[config.mk]
export PLATFORM = sky130hd
export DESIGN_NAME = cle_key_reader
export DESIGN_NICKNAME = d
export VERILOG_FILES = /design/src/rtl/cle_key_pkg.sv /design/src/rtl/cle_bus_cycle.sv /design/src/rtl/cle_key_reader.sv
export SDC_FILE = /design/constraint.sdc
export NUM_CORES = 1
export LEC_CHECK = 0
export CAP_MARGIN = 20
export CORE_MARGIN = 3
export CORE_UTILIZATION = 35
export DETAILED_ROUTE_END_ITERATION = 10
export PLACE_DENSITY_LB_ADDON = 0.1
export SLEW_MARGIN = 10
export SYNTH_ARGS = -nofsm -noshare
export SYNTH_HDL_FRONTEND = slang
export SYNTH_SLANG_ARGS = --single-unit
[constraint.sdc]
create_clock -name clk -period 2.4 [get_ports clk]
set_clock_uncertainty 0.15 [all_clocks]
set_input_delay 0.48 -clock clk [delete_from_list [all_inputs] [get_ports clk]]
set_output_delay 0.48 -clock clk [all_outputs]
set_load 0.05 [all_outputs]
[src/rtl/cle_key_pkg.sv]
// Shared types and bus constants for the CLE key reader: sequencer states,
// run phases and the fixed address offsets used to step the key decoder.
package cle_key_pkg;

    typedef enum logic [2:0] {
        IDLE,
        SETUP,
        STROBE,
        RECOVER,
        DONE
    } cle_state_e;

    typedef enum logic {
        UNLOCK,
        READ
    } cle_phase_e;

    // Unlock offsets, first access in the top nibble.
    localparam logic [15:0] UNLOCK_SEQ = {4'h2, 4'h8, 4'hA, 4'h9};
    localparam logic [3:0]  READ_OFF   = 4'h2;

    localparam logic BA13_SEL = 1'b0;
    localparam logic BA12_SEL = 1'b1;

    function automatic logic [3:0] unlock_offset(input logic [5:0] idx);
        case (idx)
            6'd0:    return UNLOCK_SEQ[15:12];
            6'd1:    return UNLOCK_SEQ[11:8];
            6'd2:    return UNLOCK_SEQ[7:4];
            6'd3:    return UNLOCK_SEQ[3:0];
            default: return READ_OFF;
        endcase
    endfunction

endpackage

[src/rtl/cle_bus_cycle.sv]
// One key decoder read access: SETUP, STROBE (sser_n low), RECOVER (bus_clk pulse).
// A request held high across the ack cycle chains the next access with no gap.
module cle_bus_cycle
    import cle_key_pkg::*;
#(
    parameter int STB_CYC = 2,
    parameter int REC_CYC = 1
) (
    input  logic       clk,
    input  logic       rst,
    input  logic       req,
    input  logic [3:0] offset,
    input  logic       sdrd,
    output logic       ack,
    output logic       sample,
    output logic       sser_n,
    output logic       ba13,
    output logic       ba12,
    output logic [3:0] ba_lo,
    output logic       br_w,
    output logic       bus_clk
);

    localparam logic [7:0] STB_LAST = 8'(STB_CYC - 1);
    localparam logic [7:0] REC_LAST = 8'(REC_CYC);

    cle_state_e state;
    logic [7:0] cnt;

    assign ba13 = BA13_SEL;
    assign br_w = 1'b1;

    always_ff @(posedge clk) begin
        if (rst) begin
            state   <= IDLE;
            cnt     <= '0;
            ack     <= 1'b0;
            sample  <= 1'b0;
            sser_n  <= 1'b1;
            bus_clk <= 1'b0;
            ba12    <= 1'b0;
            ba_lo   <= '0;
        end else begin
            ack     <= 1'b0;
            bus_clk <= 1'b0;
            case (state)
                IDLE: begin
                    if (req) begin
                        state <= SETUP;
                        ba12  <= BA12_SEL;
                        ba_lo <= offset;
                    end
                end
                SETUP: begin
                    state  <= STROBE;
                    sser_n <= 1'b0;
                    cnt    <= '0;
                end
                STROBE: begin
                    if (cnt == STB_LAST) begin
                        // Sample before the decoder sees its state clock.
                        sample  <= sdrd;
                        sser_n  <= 1'b1;
                        bus_clk <= 1'b1;
                        cnt     <= '0;
                        ack     <= (REC_CYC == 0);
                        state   <= RECOVER;
                    end else begin
                        cnt <= cnt + 8'd1;
                    end
                end
                RECOVER: begin
                    if (cnt == REC_LAST) begin
                        cnt <= '0;
                        if (req) begin
                            state <= SETUP;
                            ba12  <= BA12_SEL;
                            ba_lo <= offset;
                        end else begin
                            state <= IDLE;
                            ba12  <= 1'b0;
                            ba_lo <= '0;
                        end
                    end else begin
                        cnt <= cnt + 8'd1;
                        ack <= ((cnt + 8'd1) == REC_LAST);
                    end
                end
                default: state <= IDLE;
            endcase
        end
    end

endmodule

[src/rtl/cle_key_reader.sv]
// Run sequencer: unlock accesses, then NBITS reads shifted MSB-first into key_data.
// Access timing lives in cle_bus_cycle; this level owns phase, counters and the word.
module cle_key_reader
    import cle_key_pkg::*;
#(
    parameter int NBITS      = 16,
    parameter int STB_CYC    = 2,
    parameter int REC_CYC    = 1,
    parameter int UNLOCK_LEN = 4
) (
    input  logic             clk,
    input  logic             rst,
    input  logic             start,
    output logic             busy,
    output logic             done,
    output logic [NBITS-1:0] key_data,
    output logic             sser_n,
    output logic             ba13,
    output logic             ba12,
    output logic [3:0]       ba_lo,
    output logic             br_w,
    output logic             bus_clk,
    input  logic             sdrd
);

    localparam logic [5:0] U_LAST = 6'(UNLOCK_LEN - 1);
    localparam logic [5:0] B_LAST = 6'(NBITS - 1);

    // run_state uses IDLE / SETUP / DONE; SETUP means accesses are in flight.
    cle_state_e run_state;
    cle_phase_e phase, phase_nxt;
    logic [5:0] acc_cnt, acc_nxt;
    logic [5:0] bit_cnt, bit_nxt;
    logic       req, ack, sample, final_acc;
    logic [3:0] offset;

    assign final_acc = (phase == READ) && (bit_cnt == B_LAST);

    // The next access's offset is needed on the same edge that retires this one.
    always_comb begin
        phase_nxt = phase;
        acc_nxt   = acc_cnt;
        bit_nxt   = bit_cnt;
        if (ack) begin
            if (phase == UNLOCK) begin
                if (acc_cnt == U_LAST) begin
                    phase_nxt = READ;
                    bit_nxt   = '0;
                end else begin
                    acc_nxt = acc_cnt + 6'd1;
                end
            end else begin
                bit_nxt = bit_cnt + 6'd1;
            end
        end
    end

    assign offset = (phase_nxt == UNLOCK) ? unlock_offset(acc_nxt) : READ_OFF;
    assign req    = ((run_state == IDLE) && start)
                 || ((run_state == SETUP) && !(ack && final_acc));

    always_ff @(posedge clk) begin
        if (rst) begin
            run_state <= IDLE;
            phase     <= UNLOCK;
            acc_cnt   <= '0;
            bit_cnt   <= '0;
            busy      <= 1'b0;
            done      <= 1'b0;
            key_data  <= '0;
        end else begin
            case (run_state)
                IDLE: begin
                    done <= 1'b0;
                    if (start) begin
                        run_state <= SETUP;
                        busy      <= 1'b1;
                        key_data  <= '0;
                        phase     <= UNLOCK;
                        acc_cnt   <= '0;
                        bit_cnt   <= '0;
                    end
                end
                SETUP: begin
                    if (ack) begin
                        if (phase == READ)
                            key_data <= (key_data << 1) | NBITS'(sample);
                        if (final_acc) begin
                            run_state <= DONE;
                            done      <= 1'b1;
                            busy      <= 1'b0;
                            phase     <= UNLOCK;
                            acc_cnt   <= '0;
                            bit_cnt   <= '0;
                        end else begin
                            phase   <= phase_nxt;
                            acc_cnt <= acc_nxt;
                            bit_cnt <= bit_nxt;
                        end
                    end
                end
                DONE: begin
                    done      <= 1'b0;
                    run_state <= IDLE;
                end
                default: run_state <= IDLE;
            endcase
        end
    end

    cle_bus_cycle #(
        .STB_CYC(STB_CYC),
        .REC_CYC(REC_CYC)
    ) u_bus (
        .clk    (clk),
        .rst    (rst),
        .req    (req),
        .offset (offset),
        .sdrd   (sdrd),
        .ack    (ack),
        .sample (sample),
        .sser_n (sser_n),
        .ba13   (ba13),
        .ba12   (ba12),
        .ba_lo  (ba_lo),
        .br_w   (br_w),
        .bus_clk(bus_clk)
    );

endmodule

==> metrics.txt, run 1 <==
Placed Area 3000 um^2; worst hold path depth 2; final HPWL from detailed placement 4.02 mm; postcts setup bufs 0; fin. max-slew vios 0; top cells by area, synth dfxtp_1 39%, a21oi_1 6.3%, nand2_1 5.3%; count leader, synth dfxtp_1; Initial Util 37.5%; Hold Path Class flop to flop; Hold Path Origin key_data[3]$_SDFFE_PP0P_; Avg WL per Cell 13.2 um; Row Count 30; DRC 0; Final Cycle Share 89.3%; slowest stage delay, CP 0.82 ns; average size of a mapped cell 8.43 um^2; Post-CTS Hold Buffers 0; CTS Root Cell clkbuf_8; routed wire length 5.71 mm; DIE WIDTH 92.7 um; Top Ports 31; status finished, final reports clean; ANT cells 0; final net count 351; PortBufs 27; CTS max path bufs 2; Clk Latency, worst-skew pair 0.31 ns; Antenna Nets Post-Route 0; Worst Reg-to-Reg Cells 6; Total Routing Usage GR 13.8%; Reg clk slew, reported paths 0.10 ns; crit end category output port; pwr dens 659 nW/um^2; CP cell instances clkdlybuf4s50_1; max-cap violations 0; WP data arrival 1.51 ns; final cell utilization of the core 44.0%; LEAKAGE 0.00104 uW; CTS buffer count 5; Worst Tran Pin Value 0.501 ns; WS Path Type flop to output port; final setup fails 0; clock sinks 51; design area 3090 um^2; sequential share of the synthesized area 38.8%; Yosys top cell by area dfxtp_1; Die Area 8590 um^2; RR Startpoint u_bus.cnt[0]$_SDFFE_PP0P_; first-pass GRT wire length 9.65 mm; worst endpoint required time 1.77 ns; initial antenna violation count 0; total number of vias 2183; Ys Warns 0; Final Worst Setup Slack 0.257 ns; number of global-route vias before repair 2034; Synth-to-Final Area Change 17.6%; minimum clock period 2.14 ns; worst hold path endpoint key_data[3]$_SDFFE_PP0P_; Max transition margin 66.5%; Synth Flop Type dfxtp_1; post-synth top area share 38.8%; Worst Setup Start Kind flop; RePlAce Congestion 0.786; initial DRC count 95; Max stage delay cell, worst path clkdlybuf4s50_1; dpl ws 0.0991 ns; Mapped Area 2630 um^2; Post-synth EDFFs 0; Reg2Reg Setup Slack 0.34 ns; CTS HTree Levels 2; Distinct cells, synth 60; Via density 5.03; core area 7020 um^2; pin count of the biggest net entering global routing 29; cts repair resizes 0; Synth Register Bits 51; Hold Vio Cnt, Final 0; Post-synth top cells 51 x dfxtp_1, 37 x nand2_1, 33 x a21oi_1; CTS tree yes; Chip Height 92.7 um; Async S/R FF share, synth 0%; CP delay by family, top buffers and inverters; Synth Instances 312; layout cells sized above 1 9.76%; DR pass1 iterations 4; Overflow after GRT 0; Max IR drop VDD 0.000592 V; Buffers & Inverters on Critical Path 1; Achievable Freq 467 MHz; RSZ-0062 raised after global routing false; Setup TNS Final 0 ns; Worst Path Max Fanout 3; Worst R2R End u_bus.ack$_SDFF_PP0_
[area by class of cell]
type                       count  area, um^2
fill                         734        3930
clock buffer                   5        68.8
tap                           96         120
multi-input combinational    235        1480
inverter                       9        33.8
sequential                    51        1020
clock inverter                 3        26.3
timing repair buffer          35         343
[routing by layer]
layer	GRT usage, %	wire, um	vias to the layer above
met5	0	0	-
met4	5.25	95	0
met3	2.44	203	9
met2	20.4	2410	39
met1	19.9	3000	991
li1	-	-	1144
[placed cells by master, fill, tap and decap left out, drive strengths merged, types with 2 or more instances in the layout]
cell / instances
mux2i: 2
a31oi: 4
a211oi: 7
and2: 6
nand2: 37
ha: 10
o21ai: 11
inv: 11
o21bai: 2
buf: 8
nand4: 2
or2: 2
nor3: 8
a311oi: 2
nor4b: 2
xnor2: 7
conb: 3
clkdlybuf4s50: 27
or3: 3
a21oi: 33
clkbuf: 5
nor2: 29
nor3b: 3
a21o: 2
nand3b: 2
nor2b: 3
a22oi: 3
dfxtp: 51
xor2: 3
nor4: 2
nand2b: 3
nand3: 26
[how the worst max path moves through the flow]
stage                                          from                 endpoint  slack [ns]  cells past startpoint
final                             busy$_SDFFE_PP0P_                     busy        0.26                      1
after global routing      key_data[11]$_SDFFE_PP0P_             key_data[11]        0.19                      1
after CTS                         busy$_SDFFE_PP0P_                     busy        0.23                      1
after detailed placement                      start  bit_cnt[5]$_SDFFE_PP0P_         0.1                      7
after global placement                        start  bit_cnt[3]$_SDFFE_PP0P_        0.12                      7
after floorplan           u_bus.cnt[0]$_SDFFE_PP0P_     u_bus.ack$_SDFF_PP0_        0.52                      6
[cells by family (layout without fill, tap and decap cells)]
family | Yosys count | count (layout) | share of synthesized area [%]
buffers and inverters | 27 | 52 | 5.09
AND/OR/NAND/NOR | 133 | 133 | 27.1
adder cells (fa/ha/maj) | 10 | 10 | 4.76
other | 2 | 3 | 0.286
multiplexers | 3 | 3 | 1.19
flip-flops | 51 | 51 | 38.8
AO/OA/AOI/OAI | 76 | 76 | 19.4
XOR/XNOR | 10 | 10 | 3.33
[per-stage QoR]
| step | std cells | hold slack [ns] | total power, uW |
|---|---|---|---|
| after floorplan | 313 | 0.287 | 1380 |
| after CTS | 434 | 0.324 | 2070 |
| after global placement | 426 | 0.304 | 1520 |
| after global routing | 434 | 0.346 | 2180 |
| after detailed placement | 426 | 0.297 | 1530 |
| final | 434 | 0.322 | 2040 |
[where the power goes]
group | internal [uW] | switching (uW)
Clock | 215 | 317
Combinational | 207 | 365
Sequential | 893 | 39.6
[sequential cells by signal, indices dropped and copies added (netlist names), 2 cells and up]
| signal | cells |
|---|---|
| run_state | 2 |
| u_bus.ba_lo | 3 |
| key_data | 16 |
| bit_cnt | 6 |
| acc_cnt | 6 |
| u_bus.state | 2 |
| u_bus.cnt | 8 |
Note: power is estimated with default switching activity, not from simulation.
==> run 2, diff against run 1 <==
--- a/config.mk
+++ b/config.mk
@@ -5,6 +5,7 @@
 export SDC_FILE = /design/constraint.sdc
 export NUM_CORES = 1
 export LEC_CHECK = 0
+export ABC_AREA = 1
 export CAP_MARGIN = 20
 export CORE_MARGIN = 3
 export CORE_UTILIZATION = 35
==> run 2 against run 1 <==
Effect of this change: hold slack worse by 0.014 ns; worst setup slack worse by 0.0041 ns; area after synthesis up 0.19%; largest cell class unchanged; critical path type unchanged.
==> metrics.txt, run 2 <==
slowest stage delay, CP 0.82 ns (about the same); Yosys top cell by area dfxtp_1 (unchanged); ANT cells 0 (unchanged); Chip Height 92.7 um (about the same); Max IR drop VDD 0.000414 V (was 0.000592 V); Worst Tran Pin Value 0.507 ns (was 0.501 ns); Via density 4.65 (was 5.03); Achievable Freq 466 MHz (was 467 MHz); final setup fails 0 (unchanged); Final Cycle Share 89.5% (was 89.3%); DR pass1 iterations 4 (unchanged); Reg clk slew, reported paths 0.10 ns (about the same); RePlAce Congestion 0.768 (was 0.786); Non-Filler Instances 480 (was 434); largest registers key_data x16, u_bus.cnt x8 (unchanged); postcts setup bufs 0 (unchanged); Mapped Area 2630 um^2 (about the same); Hold Vio Cnt, Final 0 (unchanged); LEAKAGE 0.00118 uW (was 0.00104 uW); final cell utilization of the core 43.6% (was 44.0%); Clk Latency, worst-skew pair 0.31 ns (about the same); DIE WIDTH 92.7 um (about the same); most common cell after layout, fill and taps aside nand2_1 (was dfxtp_1); clock sinks 51 (unchanged); max reg flops 16 (unchanged); crit end category output port (unchanged); final net count 397 (was 351); core area 7060 um^2 (was 7020 um^2); Synth Instances 357 (was 312); Top Ports 31 (unchanged); Row Count 30 (unchanged); pwr dens 701 nW/um^2 (was 659 nW/um^2); final HPWL from detailed placement 3.99 mm (was 4.02 mm); area of the multi-input gates 1390 um^2 (was 1480 um^2); Antenna Nets Post-Route 0 (unchanged); Post-CTS Hold Buffers 0 (unchanged); Buffers & Inverters on Critical Path 1 (unchanged); Reg with most FFs key_data (unchanged); design area 3070 um^2 (was 3090 um^2); Total Routing Usage GR 13.6% (was 13.8%); status finished, final reports clean (unchanged); pin count of the biggest net entering global routing 41 (was 29); Max transition margin 66.1% (was 66.5%); Placed Area 2980 um^2 (was 3000 um^2); RSZ-0062 raised after global routing false (unchanged); Final Power 2150 uW (was 2040 uW); initial antenna violation count 0 (unchanged); post-synth top area share 38.8% (about the same); routed wire length 5.53 mm (was 5.71 mm); CTS tree yes (unchanged); cts repair resizes 0 (unchanged); max-cap violations 0 (unchanged); WS Path Type flop to output port (unchanged); Die Area 8600 um^2 (was 8590 um^2); fill count 757 (was 734); Synth Flop Type dfxtp_1 (unchanged); placed cell count 472 (was 426); worst endpoint required time 1.77 ns (about the same); Setup TNS Final 0 ns (unchanged); Initial Util 37.3% (was 37.5%); Distinct cells, synth 41 (was 60); CTS Root Cell clkbuf_8 (unchanged); minimum clock period 2.15 ns (was 2.14 ns); PortBufs 27 (unchanged); CTS HTree Levels 2 (unchanged); Post-synth EDFFs 0 (unchanged); WP data arrival 1.52 ns (was 1.51 ns); Async S/R FF share, synth 0% (unchanged); sequential share of the synthesized area 38.8% (about the same); initial DRC count 82 (was 95); Synth-to-Final Area Change 16.7% (was 17.6%); CTS max path bufs 2 (unchanged); Reg area 1020 um^2 (unchanged); Worst Path Max Fanout 3 (unchanged); total number of vias 2231 (was 2183); Max stage delay cell, worst path clkdlybuf4s50_1 (unchanged); Synth Register Bits 51 (unchanged); most frequent cells in the layout 83 x nand2_1, 51 x dfxtp_1, 37 x nand3_1 (was 51 x dfxtp_1, 37 x nand2_1, 33 x a21oi_1); CP cell instances clkdlybuf4s50_1 (unchanged); Worst Setup Start Kind flop (unchanged); Overflow after GRT 0 (unchanged); number of global-route vias before repair 2129 (was 2034); average size of a mapped cell 7.38 um^2 (was 8.43 um^2); fin. max-slew vios 0 (unchanged); CP delay by family, top buffers and inverters (unchanged); top cells by area, synth dfxtp_1 39%, nand2_1 12%, nand3_1 7.0% (was dfxtp_1 39%, a21oi_1 6.3%, nand2_1 5.3%); CTS buffer count 5 (unchanged); Post-synth top cells 83 x nand2_1, 51 x dfxtp_1, 37 x nand3_1 (was 51 x dfxtp_1, 37 x nand2_1, 33 x a21oi_1); layout cells sized above 1 12.5% (was 9.76%); first-pass GRT wire length 9.58 mm (was 9.65 mm); count leader, synth nand2_1 (was dfxtp_1); Avg WL per Cell 11.5 um (was 13.2 um); Hold Path Class flop to flop (unchanged); Ys Warns 0 (unchanged); DRC 0 (unchanged)
[run 2: tightest hold or removal path: cells and delay by family (launching register included)]
| kind | cells | cell delay, ns |
|---|---|---|
| DFF | 1 | 0.32 |
| and+or+nand+nor | 2 | 0.10 |
[run 2: report_power, final]
| part | total (uW) | internal, uW | switching (uW) |
|---|---|---|---|
| Clock | 519 | 209 | 310 |
| Sequential | 945 | 905 | 39.7 |
| Combinational | 690 | 218 | 472 |
| Total | 2150 | 1330 | 822 |
[run 2: logic make-up (layout without fill, tap and decap cells)]
group	count (synthesis)	count (layout)	synth area share (%)
AOI/OAI and AO/OA	58	58	13.1
xor gates and xnor gates	5	5	1.66
adders and majority gates	10	10	4.75
buffers and inverters	54	80	8.65
DFF	51	51	38.8
other	2	3	0.285
and+or+nand+nor	177	177	32.8
[run 2: cell type report]
| type | instances | area share (%) |
|---|---|---|
| tap | 96 | 3.91 |
| multi-input combinational | 253 | 45.2 |
| sequential | 51 | 33.2 |
| timing repair buffer | 29 | 9.28 |
| inverter | 43 | 5.41 |
| clock inverter | 3 | 0.773 |
| clock buffer | 5 | 2.24 |
[run 2: metrics by stage]
stage / setup WS [ns] / hold WS [ns]
floorplan: 0.898 / 0.293
global placement: 0.425 / 0.295
detailed placement: 0.388 / 0.296
CTS: 0.238 / 0.314
global route: 0.204 / 0.346
finish: 0.253 / 0.307
[run 2: routing by layer]
metal,global-route usage [%],up-vias,share of wire (%)
li1,-,1207,-
met4,4.76,0,1.6
met2,21.0,35,43
met3,3.09,10,3.6
met1,18.6,979,52
met5,0,-,0
[run 2: worst paths after layout]
check / from / to / slack, ns / depth (start not counted)
worst min register to register: u_bus.sser_n$_SDFFE_PP1P_ / u_bus.sser_n$_SDFFE_PP1P_ / 0.31 / 2
worst min-delay path: u_bus.sser_n$_SDFFE_PP1P_ / u_bus.sser_n$_SDFFE_PP1P_ / 0.31 / 2
worst max register to register: acc_cnt[1]$_SDFFE_PP0P_ / u_bus.ba_lo[1]$_SDFFE_PP0P_ / 0.66 / 10
worst max-delay path: key_data[0]$_SDFFE_PP0P_ / key_data[0] / 0.25 / 1
